===== config.mk =====
export PLATFORM = sky130hd
export DESIGN_NAME = pong_game_ctrl
export DESIGN_NICKNAME = d
export VERILOG_FILES = /design/src/rtl/pong_game_ctrl.sv
export SDC_FILE = /design/constraint.sdc
export NUM_CORES = 1
export LEC_CHECK = 0
export ABC_AREA = 1
export BUFFER_PORTS_ARGS = -buffer_cell sky130_fd_sc_hd__buf_2
export CORE_MARGIN = 2
export CORE_UTILIZATION = 45
export DETAILED_ROUTE_END_ITERATION = 16
export GPL_ROUTABILITY_DRIVEN = 0
export GPL_TIMING_DRIVEN = 0
export SLEW_MARGIN = 10
export SYNTH_ARGS = -nofsm -noshare
export SYNTH_HDL_FRONTEND = slang
export SYNTH_SLANG_ARGS = --single-unit

===== constraint.sdc =====
create_clock -name clk -period 4.69 [get_ports clk]
set_input_delay 0.938 -clock clk [delete_from_list [all_inputs] [get_ports clk]]
set_output_delay 0.938 -clock clk [all_outputs]
set_load 0.05 [all_outputs]

===== src/rtl/pong_game_ctrl.sv =====
// Pong game sequencer: per-frame ball motion, wall bounces, paddle hits, scoring and winner.
// Optional macro SPEEDUP_EN: ball speed steps up on each paddle hit, capped at MAX_SPEED.
module pong_game_ctrl #(
  parameter int unsigned BALL_SPEED   = 2,
  parameter int unsigned WIN_SCORE    = 9,
  parameter int unsigned PAUSE_FRAMES = 60,
  parameter int unsigned MAX_SPEED    = 6
) (
  input  logic       clk,
  input  logic       rst,
  input  logic       VS,
  input  logic       serve,
  input  logic [8:0] count_0,
  input  logic [8:0] count_1,
  input  logic [5:0] paddlewidth,
  output logic [9:0] ball_x,
  output logic [8:0] ball_y,
  output logic [3:0] score0,
  output logic [3:0] score1,
  output logic [1:0] winner,
  output logic [1:0] state
);
  localparam int unsigned CW = (PAUSE_FRAMES > 1) ? $clog2(PAUSE_FRAMES) : 1;
  localparam logic [CW-1:0] PAUSE_LAST = CW'(PAUSE_FRAMES - 1);
  localparam logic [3:0] WIN4 = 4'(WIN_SCORE);
  localparam logic [9:0] CX = 10'd316;
  localparam logic [8:0] CY = 9'd236;
  localparam logic signed [10:0] TOP = 11'sd11;
  localparam logic signed [10:0] BOT = 11'sd461;

  if (BALL_SPEED < 1 || BALL_SPEED > 7 || WIN_SCORE < 1 || WIN_SCORE > 9 ||
      PAUSE_FRAMES < 1 || MAX_SPEED > 7) begin : g_bad_params
    $error("pong_game_ctrl: parameter out of range");
  end

  typedef enum logic [1:0] {
    S_IDLE  = 2'b00,
    S_PLAY  = 2'b01,
    S_POINT = 2'b10,
    S_OVER  = 2'b11
  } state_t;

  state_t        state_q, state_nxt;
  logic          vs_d, tick;
  logic          dx, dy, dx_nxt, dy_nxt;
  logic [9:0]    bx_nxt;
  logic [8:0]    by_nxt;
  logic [3:0]    s0_nxt, s1_nxt;
  logic [1:0]    win_nxt;
  logic [CW-1:0] pause_cnt, cnt_nxt;
  logic [2:0]    speed;
  logic          hit, miss;
  logic signed [10:0] bx, by, sp, c0, c1, pw, ny;
  logic          ov0, ov1;

  assign tick  = vs_d & ~VS;
  assign state = state_q;
  assign bx    = $signed({1'b0, ball_x});
  assign by    = $signed({2'b00, ball_y});
  assign sp    = $signed({8'd0, speed});
  assign c0    = $signed({2'b00, count_0});
  assign c1    = $signed({2'b00, count_1});
  assign pw    = $signed({5'd0, paddlewidth});
  // Vertical overlap of the 9-pixel ball with each paddle, using the pre-move ball_y
  assign ov0   = (by + 11'sd8 >= c0) && (by <= c0 + pw);
  assign ov1   = (by + 11'sd8 >= c1) && (by <= c1 + pw);

`ifdef SPEEDUP_EN
  always_ff @(posedge clk) begin
    if (rst || miss)                        speed <= 3'(BALL_SPEED);
    else if (hit && speed < 3'(MAX_SPEED))  speed <= speed + 3'd1;
  end
`else
  assign speed = 3'(BALL_SPEED);
`endif

  always_ff @(posedge clk) begin
    if (rst) begin
      state_q   <= S_IDLE;
      vs_d      <= 1'b1;
      ball_x    <= CX;
      ball_y    <= CY;
      dx        <= 1'b1;
      dy        <= 1'b1;
      score0    <= 4'd0;
      score1    <= 4'd0;
      winner    <= 2'b00;
      pause_cnt <= '0;
    end else begin
      state_q   <= state_nxt;
      vs_d      <= VS;
      ball_x    <= bx_nxt;
      ball_y    <= by_nxt;
      dx        <= dx_nxt;
      dy        <= dy_nxt;
      score0    <= s0_nxt;
      score1    <= s1_nxt;
      winner    <= win_nxt;
      pause_cnt <= cnt_nxt;
    end
  end

  always_comb begin
    state_nxt = state_q;
    bx_nxt    = ball_x;
    by_nxt    = ball_y;
    dx_nxt    = dx;
    dy_nxt    = dy;
    s0_nxt    = score0;
    s1_nxt    = score1;
    win_nxt   = winner;
    cnt_nxt   = pause_cnt;
    ny        = by;
    hit       = 1'b0;
    miss      = 1'b0;
    case (state_q)
      S_IDLE: begin
        bx_nxt = CX;
        by_nxt = CY;
        if (serve) state_nxt = S_PLAY;
      end
      S_PLAY: if (tick) begin
        if (dy) begin
          ny = by + sp;
          if (ny > BOT) begin ny = BOT; dy_nxt = 1'b0; end
        end else begin
          ny = by - sp;
          if (ny < TOP) begin ny = TOP; dy_nxt = 1'b1; end
        end
        by_nxt = 9'(ny);
        if (dx) begin
          if ((bx + 11'sd8 <= 11'sd599) && (bx + 11'sd8 + sp >= 11'sd600) && ov1) begin
            bx_nxt = 10'd591; dx_nxt = 1'b0; hit = 1'b1;
          end else if (bx + sp > 11'sd631) begin
            miss = 1'b1; s0_nxt = score0 + 4'd1; dx_nxt = 1'b1;
          end else begin
            bx_nxt = 10'(bx + sp);
          end
        end else begin
          if ((bx >= 11'sd41) && (bx - sp <= 11'sd40) && ov0) begin
            bx_nxt = 10'd41; dx_nxt = 1'b1; hit = 1'b1;
          end else if (bx < sp) begin
            miss = 1'b1; s1_nxt = score1 + 4'd1; dx_nxt = 1'b0;
          end else begin
            bx_nxt = 10'(bx - sp);
          end
        end
        // A miss re-centres the ball and drops this frame's vertical update
        if (miss) begin
          bx_nxt  = CX;
          by_nxt  = CY;
          dy_nxt  = dy;
          cnt_nxt = '0;
          if (s0_nxt == WIN4)      begin state_nxt = S_OVER; win_nxt = 2'b01; end
          else if (s1_nxt == WIN4) begin state_nxt = S_OVER; win_nxt = 2'b10; end
          else                          state_nxt = S_POINT;
        end
      end
      S_POINT: if (tick) begin
        if (pause_cnt == PAUSE_LAST) begin
          state_nxt = S_PLAY;
          cnt_nxt   = '0;
        end else begin
          cnt_nxt = pause_cnt + CW'(1);
        end
      end
      S_OVER: if (serve) begin
        state_nxt = S_IDLE;
        s0_nxt    = 4'd0;
        s1_nxt    = 4'd0;
        win_nxt   = 2'b00;
      end
      default: ;
    endcase
  end
endmodule


==> impl_metrics.ini <==
[clock_network]
path_clk_slew_ns = 0.09
clockBufferDepth = 2
cts.sinks = 40
cts_root_buf = clkbuf_8
holdBufCountCts = 0
cts-htree-levels = 2
cts_tree = done
clk_latency_ns = 0.31
post_cts_resized = 0
post_cts_buffers = 0
cts_buffers = 5

[pwr]
p_sw_uw = 785
p_per_area_nw_per_um2 = 316
combPwrFrac_pct = 55.2
clockPowerShare_pct = 17.6
p_leak_nw = 2.54
p_int_uw = 830
power_frac_seq_pct = 27.2
ir_drop_mv = 0.157
switching_share_pct = 48.6

[finish]
fin_nets = 842
fillCellCount = 1067
area_growth_pct = 12.3
fin_util_pct = 52.1
seqCellArea_um2 = 801
n_antenna_cell = 0
drive_gt1_share_pct = 14.2
multi_input_area_um2 = 3310

[detailed_routing]
drc = 0
first_iter_violations = 266
wl_per_cell_um = 13.8
final_antenna_net_count = 0
dr.pass1.iters = 5
drt-total-wl_mm = 12.1
via_count = 4641
routed_via_density = 5.27

[logic_synthesis]
ys.flop_type = dfxtp_1
synth_edf_count = 0
yosysTopAreaCell = ha_1
yosysWarnings = 0
synthCells = 683
syn_area_um2 = 4560
synth-async-reset-ratio_pct = 0
seq_area_frac_synth_pct = 17.6
synthTopCellsByArea = ha_1, dfxtp_1, nand2_1, inv_1, xor2_1
synth_top_area_share_pct = 17.8
ys_ff_latch = 40
syn_nets = 778
ys_types = 47
avgSynthCellArea_um2 = 6.68

[sta]
worst_slack_ns = 0.694
max_freq_ghz = 0.250
fin_crit_sh_pct = 85.2
rsz0062_at_grt = false
finClkSkew_ns = 0.0187
final_max_slew_viol_count = 0
worst_pin_slew_ns = 0.812
slew-limit-headroom_pct = 45.6
setup_tns_ns = 0
period_minus_slack_ns = 4.00
setup_viol = 0
hold_viol_final = 0

[min_path]
min_path_type = flip-flop to flip-flop

[worst_setup_path]
critPathLaunchType = input port
cp-end-kind = flip-flop
critical_path.cell_chain = buf_2 -> ha_1 -> inv_1 -> fa_1 -> o21ai_0 -> a21oi_1 -> o21bai_1 -> xor2_1 -> ha_1 -> nand2_1 -> nor3_1 -> nand4_1 -> nand3_1 -> nand3_4 -> nand2_4 -> nand3_4 -> inv_2 -> nor2_1 -> nor2_2 -> buf_4 -> o211ai_1
worstSetupPathType = input port to flip-flop
crit_slowest_cell = fa_1
cp_max_fo = 10
crit_required_ns = 4.86
cp.arrival_ns = 4.16
critPathMaxStageDelay_ns = 0.41

[floorplanning]
num_io_pins = 59
die-area_um2 = 11000
start_util_pct = 46.4
row_count = 36
core_area_um2 = 9820
die_w_um = 105
die_height_um = 105

[place]
numPortBuffers = 57
dp_hpwl_mm = 9.86
dp_slack_ns = 0.394

[run_status]
status = finished clean

[grt]
grt_pass1_wl_mm = 20.5
antenna_found_initial = 0
overflow = 0
grtUsageTotal_pct = 22.5
grt_max_degree = 13
grt_pass1_vias = 4444

[flow_run]
maxCapViolCount = 0
==> metrics by stage <==
stage | hold WS (ns) | power, mW | cells | cell area (µm²)
2_1_floorplan | 0.455 | 1.11 | 683 | 4560
3_3_place_gp | 0.467 | 1.32 | 873 | 5010
3_5_place_dp | 0.471 | 1.33 | 873 | 5010
4_1_cts | 0.494 | 1.62 | 881 | 5120
5_1_grt | 0.515 | 1.76 | 881 | 5120
6_report | 0.494 | 1.62 | 881 | 5120
==> power by group through the flow <==
stage | sequential (mW) | combinational, mW | clock (mW)
after detailed placement | 0.447 | 0.888 | 0
after global placement | 0.447 | 0.870 | 0
after floorplan | 0.515 | 0.593 | 0
after CTS | 0.440 | 0.891 | 0.293
after global routing | 0.446 | 1.01 | 0.306
final | 0.440 | 0.891 | 0.285
==> worst paths after layout <==
path	from	slack, ns	end	cells past startpoint
hold reg to reg	winner[0]	0.49	winner[0]	2
setup reg to reg	ball_y[3]	1.20	ball_x[4]	18
hold / removal	winner[0]	0.49	winner[0]	2
setup / recovery	count_1[0]	0.69	ball_x[4]	21
==> placed cells by master, fill, tap and decap left out, types with 3 or more instances in the layout <==
cell and count:
nand2_1 153, inv_1 92, ha_1 65, buf_2 58
a21oi_1 52, nor2_1 47, nand3_1 43, dfxtp_1 40
xor2_1 35, o21ai_0 28, nand4_1 13, nor3_1 12
o211ai_1 11, inv_2 8, xnor2_1 8, clkbuf_1 7
nor2_2 7, o21ai_1 6, clkbuf_8 5, buf_4 4
nand3_2 4, a211oi_1 3, o21bai_1 3, nand2_2 3
a32oi_1 3, o22ai_1 3
==> worst max-delay path: cells and delay by family <==
family	cells	cell delay [ns]
buf+inv	4	0.45
xor+xnor	1	0.10
compound gates	4	0.77
simple gates	9	1.06
fa+ha+maj	3	0.85
==> synth_stat cells (6+ instances only) <==
master	instances
nor3_1	12
o211ai_1	11
o21ai_0	28
nor2_1	47
xnor2_1	8
nor2_2	7
xor2_1	35
inv_2	8
nand3_1	43
o21ai_1	6
inv_1	92
nand4_1	13
nand2_1	153
a21oi_1	52
ha_1	65
dfxtp_1	40
clkbuf_1	6
==> flip-flops by register name, indices dropped and copies added (netlist names), 2 cells and up <==
signal,count
state,2
winner,2
ball_x,10
score1,4
ball_y,9
score0,4
pause_cnt,6
==> layout make-up <==
cell class	count	area share [%]
Tap cell	133	3.25
Sequential cell	40	15.6
Inverter	102	7.48
Clock inverter	2	0.684
Clock buffer	6	1.42
Timing Repair Buffer	57	5.57
Buffer	12	1.22
Multi-Input combinational cell	529	64.7
==> metal layers <==
metal,wire [µm],share of wire [%],global-route usage [%],up-vias
met5,0,0,0,-
met4,210,1.7,5.90,0
met3,521,4.3,2.68,24
met2,5840,48,39.4,107
met1,5580,46,29.2,2117
li1,-,-,-,2393
==> logic make-up after synthesis <==
family | after synthesis | share of synthesized area, %
fa+ha+maj | 67 | 18.7
buf+inv | 114 | 9.77
xor+xnor | 43 | 8.26
simple gates | 296 | 29.9
flops | 40 | 17.6
mux | 1 | 0.220
compound gates | 122 | 15.6
(Power assumes the default switching activity.)
